## src/rtl/ins_loader_if.sv

```systemverilog
`default_nettype none
// ============================================================================
// Module   : ins_loader_if
// Purpose  : Byte-stream handshake plus instruction-memory write port of the loader.
// Revision : 1.0
// ============================================================================
interface ins_loader_if #(
    parameter int ADDR_W = 8
) ();
    logic              start;
    logic              byte_valid;
    logic [7:0]        byte_data;
    logic              byte_ready;
    logic              wr_en;
    logic [ADDR_W-1:0] wr_addr;
    logic [7:0]        wr_data;
    logic              cpu_hold;
    logic              load_done;
    logic              load_err;

    modport slave (
        input  start, byte_valid, byte_data,
        output byte_ready, wr_en, wr_addr, wr_data, cpu_hold, load_done, load_err
    );

    modport master (
        output start, byte_valid, byte_data,
        input  byte_ready, wr_en, wr_addr, wr_data, cpu_hold, load_done, load_err
    );
endinterface
`default_nettype wire

```

## src/rtl/ins_loader.sv

```systemverilog
`default_nettype none
// ============================================================================
// Module   : ins_loader
// Purpose  : Framed boot loader (sync, length, payload, XOR checksum) into instruction memory.
// Revision : 1.0
// ============================================================================
module ins_loader #(
    parameter int MEM_BYTES = 128,
    parameter int ADDR_W    = 8
) (
    input  logic         clk,
    input  logic         rst,
    ins_loader_if.slave  bus
);
    localparam int         c_MAX_WORDS = MEM_BYTES / 4;
    localparam logic [7:0] c_SYNC_BYTE = 8'hA5;

    typedef enum logic [2:0] {
        S_IDLE = 3'd0,
        S_SYNC = 3'd1,
        S_LEN  = 3'd2,
        S_DATA = 3'd3,
        S_CSUM = 3'd4,
        S_DONE = 3'd5,
        S_ERR  = 3'd6
    } state_t;

    state_t            r_state;
    state_t            w_next;
    logic [ADDR_W-1:0] r_addr;
    logic [ADDR_W-1:0] r_last;
    logic [7:0]        r_csum;
    logic              r_wr_en;
    logic [ADDR_W-1:0] r_wr_addr;
    logic [7:0]        r_wr_data;
    logic              r_hold;
    logic              r_done;
    logic              r_err;
    logic              w_ready;
    logic              w_take;
    logic              w_wr;
    logic              w_len_ok;

    assign w_ready  = (r_state == S_SYNC) || (r_state == S_LEN) ||
                      (r_state == S_DATA) || (r_state == S_CSUM);
    // start beats a simultaneously offered byte: the byte is consumed but dropped
    assign w_take   = bus.byte_valid && w_ready && !bus.start;
    assign w_len_ok = (bus.byte_data != 8'd0) && (32'(bus.byte_data) <= c_MAX_WORDS);

    always_comb begin
        w_next = r_state;
        w_wr   = 1'b0;
        case (r_state)
            S_IDLE: w_next = S_SYNC;
            S_SYNC: begin
                if (bus.start)
                    w_next = S_SYNC;
                else if (w_take && bus.byte_data == c_SYNC_BYTE)
                    w_next = S_LEN;
            end
            S_LEN: begin
                if (bus.start)
                    w_next = S_SYNC;
                else if (w_take)
                    w_next = w_len_ok ? S_DATA : S_ERR;
            end
            S_DATA: begin
                if (bus.start) begin
                    w_next = S_SYNC;
                end else if (w_take) begin
                    w_wr = 1'b1;
                    if (r_addr == r_last)
                        w_next = S_CSUM;
                end
            end
            S_CSUM: begin
                if (bus.start)
                    w_next = S_SYNC;
                else if (w_take)
                    w_next = (bus.byte_data == r_csum) ? S_DONE : S_ERR;
            end
            S_DONE, S_ERR: begin
                if (bus.start)
                    w_next = S_SYNC;
            end
            default: w_next = S_IDLE;
        endcase
    end

    always_ff @(posedge clk or negedge rst) begin
        if (!rst) begin
            r_state   <= S_IDLE;
            r_addr    <= '0;
            r_last    <= '0;
            r_csum    <= 8'd0;
            r_wr_en   <= 1'b0;
            r_wr_addr <= '0;
            r_wr_data <= 8'd0;
            r_hold    <= 1'b1;
            r_done    <= 1'b0;
            r_err     <= 1'b0;
        end else begin
            r_state <= w_next;
            r_hold  <= (w_next != S_DONE);
            r_done  <= (w_next == S_DONE);
            r_err   <= (w_next == S_ERR);
            r_wr_en <= w_wr;
            if (r_state == S_LEN && w_take && w_len_ok) begin
                // last payload address is 4N-1
                r_last <= ADDR_W'({bus.byte_data, 2'b00} - 10'd1);
                r_addr <= '0;
                r_csum <= 8'd0;
            end
            if (w_wr) begin
                r_wr_addr <= r_addr;
                r_wr_data <= bus.byte_data;
                r_csum    <= r_csum ^ bus.byte_data;
                if (r_addr != r_last)
                    r_addr <= r_addr + ADDR_W'(1);
            end
        end
    end

    assign bus.byte_ready = w_ready;
    assign bus.wr_en      = r_wr_en;
    assign bus.wr_addr    = r_wr_addr;
    assign bus.wr_data    = r_wr_data;
    assign bus.cpu_hold   = r_hold;
    assign bus.load_done  = r_done;
    assign bus.load_err   = r_err;
endmodule
`default_nettype wire

```

## src/flat_wrapper.sv

```systemverilog
// flat-port wrapper written by rule: the top's interface ports become plain ports
module ins_loader_flat 
#(
    parameter int MEM_BYTES = 128,
    parameter int ADDR_W    = 8
)
  (clk, rst, bus_start, bus_byte_valid, bus_byte_data, bus_byte_ready, bus_wr_en, bus_wr_addr, bus_wr_data, bus_cpu_hold, bus_load_done, bus_load_err);
  ins_loader_if #(.ADDR_W(ADDR_W)) bus_i ();
  input  logic clk;
  input  logic rst;
  input wire logic [$bits(bus_i.start)-1:0] bus_start;
  input wire logic [$bits(bus_i.byte_valid)-1:0] bus_byte_valid;
  input wire logic [$bits(bus_i.byte_data)-1:0] bus_byte_data;
  output wire logic [$bits(bus_i.byte_ready)-1:0] bus_byte_ready;
  output wire logic [$bits(bus_i.wr_en)-1:0] bus_wr_en;
  output wire logic [$bits(bus_i.wr_addr)-1:0] bus_wr_addr;
  output wire logic [$bits(bus_i.wr_data)-1:0] bus_wr_data;
  output wire logic [$bits(bus_i.cpu_hold)-1:0] bus_cpu_hold;
  output wire logic [$bits(bus_i.load_done)-1:0] bus_load_done;
  output wire logic [$bits(bus_i.load_err)-1:0] bus_load_err;
  assign bus_i.start = bus_start;
  assign bus_i.byte_valid = bus_byte_valid;
  assign bus_i.byte_data = bus_byte_data;
  assign bus_byte_ready = bus_i.byte_ready;
  assign bus_wr_en = bus_i.wr_en;
  assign bus_wr_addr = bus_i.wr_addr;
  assign bus_wr_data = bus_i.wr_data;
  assign bus_cpu_hold = bus_i.cpu_hold;
  assign bus_load_done = bus_i.load_done;
  assign bus_load_err = bus_i.load_err;
  ins_loader #(.MEM_BYTES(MEM_BYTES), .ADDR_W(ADDR_W)) u_core (.clk(clk), .rst(rst), .bus(bus_i));
endmodule
```

## config.mk

```make
export PLATFORM = sky130hd
export DESIGN_NAME = ins_loader_flat
export DESIGN_NICKNAME = d
export VERILOG_FILES = /design/src/rtl/ins_loader_if.sv /design/src/rtl/ins_loader.sv /design/src/flat_wrapper.sv
export SDC_FILE = /design/constraint.sdc
export NUM_CORES = 1
export LEC_CHECK = 0
export BUFFER_PORTS_ARGS = -buffer_cell sky130_fd_sc_hd__buf_2
export CAP_MARGIN = 40
export CORE_ASPECT_RATIO = 0.75
export CORE_MARGIN = 2
export CORE_UTILIZATION = 50
export DETAILED_ROUTE_END_ITERATION = 6
export PLACE_DENSITY = 0.76
export SLEW_MARGIN = 10
export SYNTH_ARGS = -nofsm -noshare
export SYNTH_HDL_FRONTEND = slang
export SYNTH_SLANG_ARGS = --single-unit
```

## constraint.sdc

```tcl
create_clock -name clk -period 2.6 [get_ports clk]
set_input_delay 0.52 -clock clk [delete_from_list [all_inputs] [get_ports clk]]
set_output_delay 0.52 -clock clk [all_outputs]
set_load 0.005 [all_outputs]
```

# Word level (Yosys, flattened, before mapping)
# Index checks and enable logic that the tools add are counted.
dict set report totals {
  output_inout_bits 21
  ff_bits 47
  wordCells 62
}
dict set report classes {
  mux 21
  bitwise_logic 1
  reduce_logical 14
  n_lt_le_gt_ge 1
  addsub 2
  n_eq_ne 13
}
# op count
set ops {}
lappend ops {{$mux 8} 5}
lappend ops {{$mux 3} 11}
lappend ops {{$pmux 3 s6} 1}
lappend ops {{$eq 8x8->1} 2}
lappend ops {{$eq 3x3->1 const B} 5}
lappend ops {{$add 8x1->8 const B} 1}
lappend ops {{$eq 8x8->1 const B} 1}
lappend ops {{$le 8x6->1 const B} 1}
lappend ops {{$ne 8x8->1} 1}
lappend ops {{$reduce_bool 8->1} 1}
lappend ops {{$sub 8x1->8 const B} 1}
lappend ops {{$xor 8x8->8} 1}
lappend ops {{$eq 3x2->1 const B} 2}
lappend ops {{$logic_and 1x1->1} 6}
lappend ops {{$eq 3x1->1 const B} 1}
lappend ops {{$logic_not 3->1} 1}
lappend ops {{$logic_or 1x1->1} 3}
lappend ops {{$mux 1} 3}
lappend ops {{$ne 3x3->1 const B} 1}
lappend ops {{$mux 2} 1}
lappend ops {{$reduce_bool 2->1} 1}
lappend ops {{$reduce_or 2->1} 1}
lappend ops {{$logic_not 1->1} 1}

# Longest topological paths before layout
# Gate-level depths: netlist (run 1).
dict set report logic_depth {
  depth_word 11
  depth_mapped 8
  mapped_depth_nobuf 7
}

# Least setup slack after synthesis (run 1)
# OpenSTA, ideal clock, no wires.
dict set report synth_path {
  path_kind {input to register}
  start {in bus_byte_data[1]}
  end {reg u_core.r_addr[0]}
  setup_time_ns 0.140
  path_slack_ns 0.557
  stages 8
  required_ns 2.460
  n_path_buf 1
  t_arrival_ns 1.903
  cell_sequence {inv_1 -> ha_1 -> nor4b_4 -> mux2i_1 -> or4_4 -> buf_2 -> nand3_1 -> o21ai_0}
}
dict set report synth_between {
  elab_chain_cells 6
  word_cells_on_any_way 7
  classes_between {1 x order compare; 3 x mux; 3 x reduce/logical}
}
# element line_no
set synth_lines {}
lappend synth_lines {{start, declared} flat_wrapper.sv:13} ;# input wire logic [$bits(bus_i.byte_data)-1:0] bus_byte_data;
lappend synth_lines {{$le 8x6->1 / $reduce_bool 8->1 (equally long branches)} ins_loader.sv:48} ;# assign w_len_ok = (bus.byte_data != 8'd0) && (32'(bus.byte_data) <= c_MAX_WORDS);
lappend synth_lines {{$logic_and 1x1->1 (*)} ins_loader.sv:48}
lappend synth_lines {{$logic_and 1x1->1 (*)} ins_loader.sv:108} ;# if (r_state == S_LEN && w_take && w_len_ok) begin
lappend synth_lines {{$mux 8 (*)} ins_loader.sv:108}
lappend synth_lines {{$mux 8} ins_loader.sv:118} ;# if (r_addr != r_last)
lappend synth_lines {{$mux 8 (*)} ins_loader.sv:114} ;# if (w_wr) begin
lappend synth_lines {{end signal, assigned} ins_loader.sv:119} ;# r_addr <= r_addr + ADDR_W'(1);
lappend synth_lines {{end, declared} ins_loader.sv:30} ;# logic [ADDR_W-1:0] r_addr;
# Every way passes the cells marked *; elsewhere a longest branch is shown, timed or not.
# A chain may end at the register's enable or synchronous reset.

# Worst setup path after layout (run 1)
dict set report layout_path {
  start {reg u_core.r_addr[1]}
  end {reg u_core.r_addr[7]}
}
dict set report layout_between {
  elab_chain_cells 3
  word_cells_on_any_way 4
  classes_between {1 x add/sub; 1 x eq/ne; 2 x mux}
}
# element line_no
set layout_lines {}
lappend layout_lines {{$add 8x1->8 / $ne 8x8->1 (equally long branches)} {ins_loader.sv:119, ins_loader.sv:118}}
lappend layout_lines {{$mux 8 (*)} ins_loader.sv:118}
lappend layout_lines {{$mux 8 (*)} ins_loader.sv:114}
# Marked as above.

==> results of run 1 <==
-- worst max-delay path by stage --
stage,startpoint,to,slack (ns),cells past startpoint
2_1_floorplan,bus_byte_data[1],u_core.r_addr[0],0.56,8
3_3_place_gp,bus_byte_data[1],u_core.r_csum[0],0.24,8
3_5_place_dp,bus_byte_data[1],u_core.r_csum[0],0.16,8
4_1_cts,bus_byte_data[1],u_core.bus.cpu_hold,0.48,8
5_1_grt,u_core.r_addr[0],u_core.r_addr[7],0.31,5
6_report,u_core.r_addr[1],u_core.r_addr[7],0.42,5
-- cells in the mapped netlist (all sizes together) --
library cell	count	area, µm²
nand2	63	236
dfrtp	45	1130
a21oi	19	95.1
o21ai	13	65.1
xor2	10	87.6
xnor2	9	78.8
clkbuf	8	30.0
inv	8	30.0
nor3	7	35.0
buf	6	38.8
nor2	6	22.5
o21a	6	45.0
or4	6	48.8
nand3	5	25.0
ha	4	50.1
mux2i	4	40.0
nand2b	4	25.0
o211ai	4	35.0
nand4	3	18.8
nor4	3	18.8
o2111ai	3	26.3
o31ai	2	15.0
or2	2	12.5
a2111oi	1	8.76
a211o	1	8.76
a22o	1	8.76
a31oi	1	6.26
and3	1	6.26
and3b	1	8.76
clkinv	1	3.75
dfstp	1	26.3
nand3b	1	7.51
nor2b	1	6.26
nor3b	1	7.51
nor4b	1	23.8
o211a	1	10.0
-- per-layer routing --
layer / share of wire [%] / global-route usage (%) / routed length, µm
met1: 52 / 29.7 / 2510
met5: 0 / 0 / 0
met3: 5.4 / 4.72 / 263
met4: 1.2 / 8.40 / 57
met2: 42 / 29.0 / 2030
-- power by group through the flow --
stage          combinational, mW  sequential [mW]  clock (mW)
2_1_floorplan             0.0600            0.758           0
3_3_place_gp               0.108            0.758           0
3_5_place_dp               0.110            0.758           0
4_1_cts                    0.110            0.745       0.461
5_1_grt                    0.125            0.747       0.493
6_report                   0.109            0.745       0.444
-- stage by stage --
stage / power (mW) / std cells / hold WS, ns / worst slack, ns
after floorplan: 0.818 / 253 / 0.224 / 0.557
after global placement: 0.866 / 335 / 0.454 / 0.244
after detailed placement: 0.868 / 335 / 0.458 / 0.164
after CTS: 1.32 / 343 / 0.204 / 0.476
after global routing: 1.36 / 343 / 0.227 / 0.305
final: 1.30 / 343 / 0.192 / 0.424
-- kinds of logic after synthesis --
group                      after synthesis  share of synthesized area (%)
AOI/OAI and AO/OA                       52                           13.9
xor gates and xnor gates                19                           7.12
adders and majority gates                4                           2.14
buffers and inverters                   23                           4.39
DFF                                     46                           49.3
muxes                                    4                           1.71
and+or+nand+nor                        105                           21.5
-- final cells by class --
cell class / instances / area [µm²]
Clock buffer: 7 / 86.3
Clock inverter: 1 / 5.00
Fill cell: 396 / 1840
Inverter: 9 / 33.8
Multi-Input combinational cell: 184 / 1080
Sequential cell: 46 / 1150
Tap cell: 57 / 71.3
Timing Repair Buffer: 39 / 225
-- layout by cell type (no fill, tap or decap), types with 6 or more instances in the layout --
cell,n
sky130_fd_sc_hd__buf_4,6
sky130_fd_sc_hd__xor2_1,10
sky130_fd_sc_hd__o21ai_0,7
sky130_fd_sc_hd__o21a_1,6
sky130_fd_sc_hd__nand2_1,63
sky130_fd_sc_hd__buf_2,32
sky130_fd_sc_hd__nor3_1,7
sky130_fd_sc_hd__o21ai_1,6
sky130_fd_sc_hd__clkbuf_8,6
sky130_fd_sc_hd__dfrtp_1,45
sky130_fd_sc_hd__xnor2_1,9
sky130_fd_sc_hd__nor2_1,6
sky130_fd_sc_hd__a21oi_1,19
sky130_fd_sc_hd__inv_1,8
-- registers in the layout, indices dropped and copies added (netlist names) --
register	count
u_core.bus.cpu_hold	1
u_core.bus.load_done	1
u_core.bus.load_err	1
u_core.bus.wr_addr	8
u_core.bus.wr_data	8
u_core.bus.wr_en	1
u_core.r_addr	8
u_core.r_csum	8
u_core.r_last	7
u_core.r_state	3
==> reports/results.md, run 1 <==
| Quantity | Value |
|---|---|
| Run status | complete, no violations |
| Register-to-register path setup slack | 0.42 ns |
| Die area | 5250 µm² |
| Critical path launch point type | flip-flop |
| Area of the mapped netlist | 2340 µm² |
| Total count of hold-check failures in the final report | 0 |
| Length of the first detailed-routing pass in iterations | 4 |
| Maximum number of pins on one net before global-route repair | 29 |
| Final Util | 59.1% |
| Count of boundary I/O pins | 33 |
| End of the worst register-to-register path | u_core.r_addr[7] |
| Clock tree sinks | 46 |
| N_diodes | 0 |
| Sum of routed wire length over all layers | 4.87 mm |
| Number of instances resized during post-cts repair | 0 |
| Post-CTS clock slew at the launch and capture registers of the worst setup and hold paths | 0.08 ns |
| Part of the power in combinational logic | 8.4% |
| Net switching share of the total power | 23.6% |
| Total Nets Final | 301 |
| Crit path arrival time | 2.40 ns |
| Number of nets in the synthesized netlist | 269 |
| Per-instance average area after synthesis | 9.24 µm² |
| Number of distinct library cells after synthesis | 42 |
| Final Setup Violations | 0 |
| VDD IR max | 0.000287 V |
| Final instance area | 2660 µm² |
| Beginning of the worst register-to-register path | u_core.r_addr[1] |
| Synthesized netlist cell count | 253 |
| Cell family contributing the most delay on the critical path | compound AO/OA/AOI/OAI gates |
| Clock power share | 34.2% |
| Detail Route Antenna Nets | 0 |
| Die Y | 63.2 µm |
| Sequential share of power | 57.4% |
| Detailed Route Iter0 Violations | 177 |
| Num rows | 21 |
| Drt wl/cell | 14.2 µm |
| Setup repair after global routing missed its margin | no |
| Quantity of I/O buffers inserted on ports | 32 |
| Final clock skew | 0.00751 ns |
| Critical path peak fanout | 8 |
| Total placed instance area | 2570 µm² |
| Period utilization | 83.7% |
| Overall track demand over capacity in global routing | 20.3% |
| Vias per std cell | 5.38 |
| Power per cell area | 488 nW/µm² |
| Vias post-DR | 1,847 |
| CTS H-Tree Depth | 2 |
| Detailed placement HPWL | 3.49 mm |
| Remaining design rule violation count | 0 |
| Buf/Inv on CP | 0 |
| Total negative slack | 0 ns |
| Number of max-cap violations | 0 |
| Overflow left after global routing | 0 |
| Psw | 0.306 mW |
| Required time reported for the critical path endpoint | 2.82 ns |
| CTS tree | done |
| Initial cell density of the core | 52.0% |
| Routability congestion estimate from global placement | 0.844 |
| Type of the worst setup path | flip-flop to flip-flop |
| P_leak | 1.32 nW |
| Critical Path Sink Type | flip-flop |
| Cell at the root of the clock tree | sky130_fd_sc_hd__clkbuf_8 |
| Number of CTS-inserted buffers | 5 |
| Vias in the first global route | 1,742 |
| Worst Hold Class | input port to asynchronous set/reset pin |
| Core area | 4490 µm² |
| Crit-path max cell delay | 0.57 ns |
| Hold-fix buffers, CTS | 0 |
| Post-layout minimum cycle time | 2.18 ns |
| Post-CTS setup buffers | 0 |
| Internal power component | 0.991 mW |
| Measured slew at the worst slew-check pin | 0.537 ns |
| Number of buffers between clock root and the deepest sink | 2 |
| Antenna violations before repair | 0 |
| Slew Limit Fails | 0 |
| Synth-to-Final Area Change | 13.6% |
| Clock latency on the worst-skew pair | 0.29 ns |
| Worst r2r path cells | 5 |
| CP Cell Sequence | and3_1 > o211ai_1 > o2111ai_1 > or4_1 > a21oi_1 |
| Maximum clock frequency | 0.459 GHz |
| Sequential fraction of the synthesis area | 49.3% |
| Max_slew headroom | 64.0% |
| Synth warnings | 0 |
| First-pass GRT wire length | 8.43 mm |
| CP max stage cell | sky130_fd_sc_hd__or4_1 |
| Flops & latches, synth | 46 |
| Share of layout cells above drive strength 1 | 17.8% |
| Horizontal extent of the die | 83.0 µm |
No activity file was read; power rests on OpenSTA's default activity.
==> run 2: changes to the inputs <==
==> constraint.sdc (replaced) <==
create_clock -name clk -period 2.16 [get_ports clk]
set_input_delay 0.432 -clock clk [delete_from_list [all_inputs] [get_ports clk]]
set_output_delay 0.432 -clock clk [all_outputs]
set_load 0.005 [all_outputs]
==> run 2 against run 1 <==
  * Global-route usage grew 0.77 points
  * Maximum frequency grew 9.9%
  * Cell area grew 3.5%
  * Die area is the same
  * Core utilization grew 2.1 points
  * Sequential power grew 20%
  * Flip-flop and latch count is the same
  * Via count grew 5.0%
  * Total power grew 21%
  * Largest power group unchanged
  * Highest routed layer unchanged
==> reports/results.md, run 2 (synthesis gave the netlist of run 1 again) <==
| Quantity | Value | Delta |
|---|---|---|
| Run status | complete, no violations |  |
| Clock tree sinks | 46 | unchanged |
| Buf/Inv on CP | 2 | +2 |
| N_diodes | 0 | unchanged |
| Total count of hold-check failures in the final report | 0 | unchanged |
| Remaining design rule violation count | 0 | unchanged |
| Share of layout cells above drive strength 1 | 21.7% | +3.8 points |
| Detail Route Antenna Nets | 0 | unchanged |
| Slew Limit Fails | 0 | unchanged |
| Flip-flop and latch area | 1150 µm² | unchanged |
| Register-to-register path setup slack | 0.18 ns | -0.24 ns |
| Number of max-cap violations | 0 | unchanged |
| Final Setup Violations | 0 | unchanged |
| Count of boundary I/O pins | 33 | unchanged |
| Most frequent cells in the layout | 63 x sky130_fd_sc_hd__nand2_1, 45 x sky130_fd_sc_hd__dfrtp_1, 32 x sky130_fd_sc_hd__buf_2 |  |
| Total negative slack | 0 ns | unchanged |
| Number of stages on the worst setup path | 7 | +2 |
| Post-CTS clock slew at the launch and capture registers of the worst setup and hold paths | 0.08 ns | about the same |
| Type of the worst setup path | flip-flop to flip-flop |  |
| Die Y | 63.2 µm | unchanged |
| Antenna violations before repair | 0 | unchanged |
| Vias post-DR | 1,940 | +5.0% |
| Core area | 4490 µm² | unchanged |
| Maximum number of pins on one net before global-route repair | 47 | +62% |
| Die area | 5250 µm² | unchanged |
| VDD IR max | 0.000284 V | -1.0% |
| Clock latency on the worst-skew pair | 0.29 ns | about the same |
| Total placed instance area | 2660 µm² | +3.6% |
| CP max stage cell | sky130_fd_sc_hd__dfrtp_1 |  |
| Post-layout minimum cycle time | 1.98 ns | -0.196 ns |
| CP Cell Sequence | nand3b_1 > nand2b_1 > clkinv_1 > buf_4 > o21ai_1 > or4_1 > nand2_1 |  |
| Setup repair after global routing missed its margin | no |  |
| Number of CTS-inserted buffers | 5 | unchanged |
| CTS H-Tree Depth | 2 | unchanged |
| Detailed placement HPWL | 3.64 mm | +4.3% |
| Length of the first detailed-routing pass in iterations | 5 | +1 |
| Routability congestion estimate from global placement | 0.877 | +3.9% |
| Worst Hold Class | input port to asynchronous set/reset pin |  |
| First-pass GRT wire length | 8.77 mm | +4.0% |
| Required time reported for the critical path endpoint | 2.40 ns | -0.42 ns |
| Quantity of I/O buffers inserted on ports | 32 | unchanged |
| Max_slew headroom | 61.6% | -2.4 points |
| Overflow left after global routing | 0 | unchanged |
| Critical path peak fanout | 24 | +16 |
| Overall track demand over capacity in global routing | 21.1% | +0.77 points |
| Commonest non-fill, non-tap cell in the layout | sky130_fd_sc_hd__nand2_1 |  |
| Final clock skew | 0.00856 ns | +0.00105 ns |
| Detailed Route Iter0 Violations | 211 | +19% |
| Number of buffers between clock root and the deepest sink | 2 | unchanged |
| Power per cell area | 571 nW/µm² | +17% |
| Initial cell density of the core | 52.0% | unchanged |
| Drt wl/cell | 14.1 µm | -0.39% |
| Final Util | 61.2% | +2.1 points |
| Filler cells | 384 | -3.0% |
| Critical path launch point type | flip-flop |  |
| P_leak | 1.39 nW | +4.9% |
| Total Nets Final | 315 | +4.7% |
| Worst r2r path cells | 7 | +2 |
| Vias per std cell | 5.43 | +0.92% |
| Cell family contributing the most delay on the critical path | simple AND/OR/NAND/NOR gates |  |
| Maximum clock frequency | 0.505 GHz | +9.9% |
| Crit path arrival time | 2.22 ns | -0.18 ns |
| Post-CTS setup buffers | 0 | unchanged |
| Overall power | 1.57 mW | +21% |
| Smallest hold slack | 0.216 ns | +0.0238 ns |
| Hold-fix buffers, CTS | 0 | unchanged |
| Synth-to-Final Area Change | 17.6% |  |
| Multi-input combinational cell area | 1080 µm² | unchanged |
| Critical Path Sink Type | flip-flop |  |
| Num rows | 21 | unchanged |
| Crit-path max cell delay | 0.54 ns | -0.03 ns |
| Final instance area | 2750 µm² | +3.5% |
| Sum of routed wire length over all layers | 5.05 mm | +3.7% |
| Period utilization | 91.7% | +8.0 points |
| Horizontal extent of the die | 83.0 µm | unchanged |
| Number of instances resized during post-cts repair | 0 | unchanged |
| Measured slew at the worst slew-check pin | 0.576 ns | +0.0390 ns |
| Cell at the root of the clock tree | sky130_fd_sc_hd__clkbuf_8 |  |
| CTS tree | done |  |
| Vias in the first global route | 1,838 | +5.5% |
run 2: cell count changes in the layout (fill, tap and decap cells not counted), sizes merged:
| cell | before | now |
|---|---|---|
| buf | 39 | 53 |
run 2: per-stage QoR:
stage / worst slack, ns / std cells
after floorplan: 0.205 / 253
after global placement: 0.0201 / 349
after detailed placement: -0.0223 / 349
after CTS: 0.203 / 357
after global routing: 0.0208 / 357
final: 0.180 / 357
run 2: final timing paths:
check	startpoint	end
max	u_core.r_state[1]	u_core.r_addr[3]
min	rst	u_core.bus.wr_data[2]
max reg2reg	u_core.r_state[1]	u_core.r_addr[3]
min reg2reg	u_core.bus.wr_addr[1]	u_core.bus.wr_addr[1]
max in group asynchronous	rst	u_core.bus.cpu_hold
min in group clk	bus_byte_data[7]	u_core.bus.wr_data[7]
run 2: area by class of cell:
class / instances / area share [%]
Timing Repair Buffer: 53 / 11.6
Multi-Input combinational cell: 184 / 39.4
Tap cell: 57 / 2.59
Inverter: 9 / 1.23
Sequential cell: 46 / 41.9
Clock inverter: 1 / 0.182
Clock buffer: 7 / 3.14
run 2: metal layers:
layer | track usage (%) | wire (µm)
met1 | 29.9 | 2550
met3 | 6.42 | 283
met5 | 0 | 0
met2 | 31.4 | 2180
met4 | 5.94 | 35
run 2: where the power goes:
| group | switching [mW] | leakage (nW) | internal (mW) |
|---|---|---|---|
| sequential | 0.0147 | 0.623 | 0.881 |
| combinational | 0.0806 | 0.716 | 0.0617 |
| clock | 0.275 | 0.0482 | 0.258 |
| total | 0.370 | 1.39 | 1.20 |
==> run 3: changes to the inputs <==
--- a/config.mk
+++ b/config.mk
@@ -7,7 +7,7 @@
 export LEC_CHECK = 0
 export BUFFER_PORTS_ARGS = -buffer_cell sky130_fd_sc_hd__buf_2
 export CAP_MARGIN = 40
-export CORE_ASPECT_RATIO = 0.75
+export CORE_ASPECT_RATIO = 1.75
 export CORE_MARGIN = 2
 export CORE_UTILIZATION = 50
 export DETAILED_ROUTE_END_ITERATION = 6
==> run 3 against run 2 <==
  * Core utilization increased by 0.93 points
  * Non-clock buffer count unchanged
  * Final cell count decreased by 1.7%
  * Largest cell class unchanged
  * Maximum frequency increased by 0.21%
  * Critical endpoint is now u_core.r_addr[7]
  * Routed wire length increased by 2.7%
  * Largest power group unchanged
==> reports/results.md, run 3 (synthesis gave the netlist of run 1 again) <==
| Quantity | Value | Delta |
|---|---|---|
| Share of layout cells above drive strength 1 | 21.7% | unchanged |
| Remaining design rule violation count | 0 | unchanged |
| P_leak | 1.39 nW | +0.28% |
| VDD IR max | 0.000669 V | +140% |
| Clock power share | 38.0% | +4.1 points |
| Synth-to-Final Area Change | 18.1% |  |
| Initial cell density of the core | 52.6% | +0.57 points |
| Net switching share of the total power | 23.2% | -0.36 points |
| Detail Route Antenna Nets | 0 | unchanged |
| Multi-input combinational cell area | 1080 µm² | unchanged |
| Final Setup Violations | 0 | unchanged |
| First-pass GRT wire length | 8.58 mm | -2.1% |
| Critical path peak fanout | 6 | -75% |
| Vias in the first global route | 1,910 | +3.9% |
| Filler cells | 393 | +2.3% |
| Overall track demand over capacity in global routing | 21.0% | -0.099 points |
| Length of the first detailed-routing pass in iterations | 4 | -1 |
| Overflow left after global routing | 0 | unchanged |
| Part of the power in combinational logic | 8.7% | -0.4 points |
| Sum of routed wire length over all layers | 5.18 mm | +2.7% |
| Critical path launch point type | flip-flop |  |
| Run status | complete, no violations |  |
| Routability congestion estimate from global placement | 0.838 | -4.4% |
| Total count of hold-check failures in the final report | 0 | unchanged |
| Power per cell area | 607 nW/µm² | +6.3% |
| Critical Path Sink Type | flip-flop |  |
| N_diodes | 0 | unchanged |
| Most frequent cells in the layout | 63 x sky130_fd_sc_hd__nand2_1, 45 x sky130_fd_sc_hd__dfrtp_1, 32 x sky130_fd_sc_hd__buf_2 |  |
| Slew Limit Fails | 0 | unchanged |
| Post-CTS clock slew at the launch and capture registers of the worst setup and hold paths | 0.09 ns | about the same |
| Quantity of I/O buffers inserted on ports | 32 | unchanged |
| Final Util | 62.1% | +0.93 points |
| Post-layout minimum cycle time | 1.98 ns | -0.00424 ns |
| Number of placed instances, taps included | 343 | -1.7% |
| Core area | 4440 µm² | -1.1% |
| Number of max-cap violations | 0 | unchanged |
| Detailed placement HPWL | 3.69 mm | +1.4% |
| Num rows | 32 | +52% |
| Vias per std cell | 5.52 | +1.6% |
| Total Nets Final | 315 | unchanged |
| Maximum clock frequency | 0.506 GHz | +0.21% |
| Final instance area | 2760 µm² | +0.41% |
| CTS H-Tree Depth | 2 | unchanged |
| Period utilization | 91.5% | -0.20 points |
| Detailed Route Iter0 Violations | 41 | -81% |
| Count of boundary I/O pins | 33 | unchanged |
| Number of buffers between clock root and the deepest sink | 2 | unchanged |
| Type of the worst setup path | flip-flop to flip-flop |  |
| Crit path arrival time | 2.21 ns | about the same |
| Sequential share of power | 53.4% | -3.6 points |
| Maximum number of pins on one net before global-route repair | 47 | unchanged |
| Max_slew headroom | 60.8% | -0.82 points |
| Horizontal extent of the die | 55.7 µm | -33% |
| Vias post-DR | 1,938 | -0.10% |
| Measured slew at the worst slew-check pin | 0.588 ns | +0.0122 ns |
| Beginning of the worst register-to-register path | u_core.r_addr[1] |  |
| Clock tree sinks | 46 | unchanged |
| Final Non-Filler Cells | 351 | -1.7% |
| Flip-flop and latch area | 1150 µm² | unchanged |
| Register-to-register path setup slack | 0.18 ns | about the same |
| Internal power component | 1.29 mW | +7.3% |
| Die area | 5260 µm² | +0.30% |
| Total placed instance area | 2650 µm² | -0.28% |
| Post-CTS setup buffers | 0 | unchanged |
| Psw | 0.389 mW | +5.1% |
| Final clock skew | 0.00535 ns | -0.00321 ns |
| Die Y | 94.5 µm | +49% |
| Commonest non-fill, non-tap cell in the layout | sky130_fd_sc_hd__nand2_1 |  |
| Worst r2r path cells | 5 | -2 |
| Cell at the root of the clock tree | sky130_fd_sc_hd__clkbuf_8 |  |
| Number of CTS-inserted buffers | 5 | unchanged |
| Clock latency on the worst-skew pair | 0.30 ns | about the same |
| End of the worst register-to-register path | u_core.r_addr[7] |  |
| Worst Hold Class | input port to asynchronous set/reset pin |  |
| CTS tree | done |  |
| Number of instances resized during post-cts repair | 0 | unchanged |
| Hold-fix buffers, CTS | 0 | unchanged |
| Drt wl/cell | 14.8 µm | +4.4% |
| Setup repair after global routing missed its margin | no |  |
| Required time reported for the critical path endpoint | 2.39 ns | about the same |
| Antenna violations before repair | 0 | unchanged |
-- run 3: area by class of cell --
type / instances / share of cell area (%)
clock inverters: 2 / 1.36
clock buffers: 6 / 2.63
inverters: 9 / 1.22
multi-input cells: 184 / 39.2
well taps: 51 / 2.31
flip-flops and latches: 46 / 41.7
repair buffers: 53 / 11.5
-- run 3: power groups by stage --
stage | Clock (mW) | Combinational (mW) | Sequential (mW)
CTS | 0.654 | 0.147 | 0.895
global placement | 0 | 0.144 | 0.912
detailed placement | 0 | 0.146 | 0.913
global route | 0.683 | 0.162 | 0.898
floorplan | 0 | 0.0722 | 0.912
finish | 0.637 | 0.145 | 0.895
-- run 3: worst max-delay path: stages (launching register included) --
cell                        delay (ns)
sky130_fd_sc_hd__dfrtp_1          0.40
sky130_fd_sc_hd__and3_1           0.19
sky130_fd_sc_hd__o211ai_1         0.30
sky130_fd_sc_hd__o2111ai_1        0.32
sky130_fd_sc_hd__or4_1            0.54
sky130_fd_sc_hd__a21oi_1          0.15
-- run 3: layer usage --
layer  vias up  GRT usage, %  routed length [µm]
met5         -             0                   0
met4         0          11.0                 127
met3        13          3.29                 197
met2        47          39.2                2820
met1       915          22.3                2040
li1        963             -                   -
-- run 3: how the worst max path moves through the flow --
stage	startpoint	endpoint	slack (ns)	cells after the start
3_3_place_gp	bus_byte_data[0]	u_core.r_addr[3]	0.03	9
6_report	u_core.r_addr[1]	u_core.r_addr[7]	0.18	5
3_5_place_dp	bus_byte_data[1]	u_core.r_addr[3]	-0.001	9
5_1_grt	u_core.r_addr[1]	u_core.r_addr[7]	0.11	5
2_1_floorplan	bus_byte_data[1]	u_core.r_addr[0]	0.21	8
4_1_cts	u_core.r_addr[1]	u_core.r_addr[7]	0.20	5
-- run 3: through the flow --
| stage | total power, mW | TNS (ns) | hold slack, ns | setup WS, ns |
|---|---|---|---|---|
| after floorplan | 0.985 | 0 | 0.136 | 0.205 |
| after global placement | 1.06 | 0 | 0.452 | 0.0336 |
| after detailed placement | 1.06 | -0.000999 | 0.458 | -0.000999 |
| after CTS | 1.70 | 0 | 0.229 | 0.198 |
| after global routing | 1.74 | 0 | 0.267 | 0.114 |
| final | 1.68 | 0 | 0.203 | 0.184 |
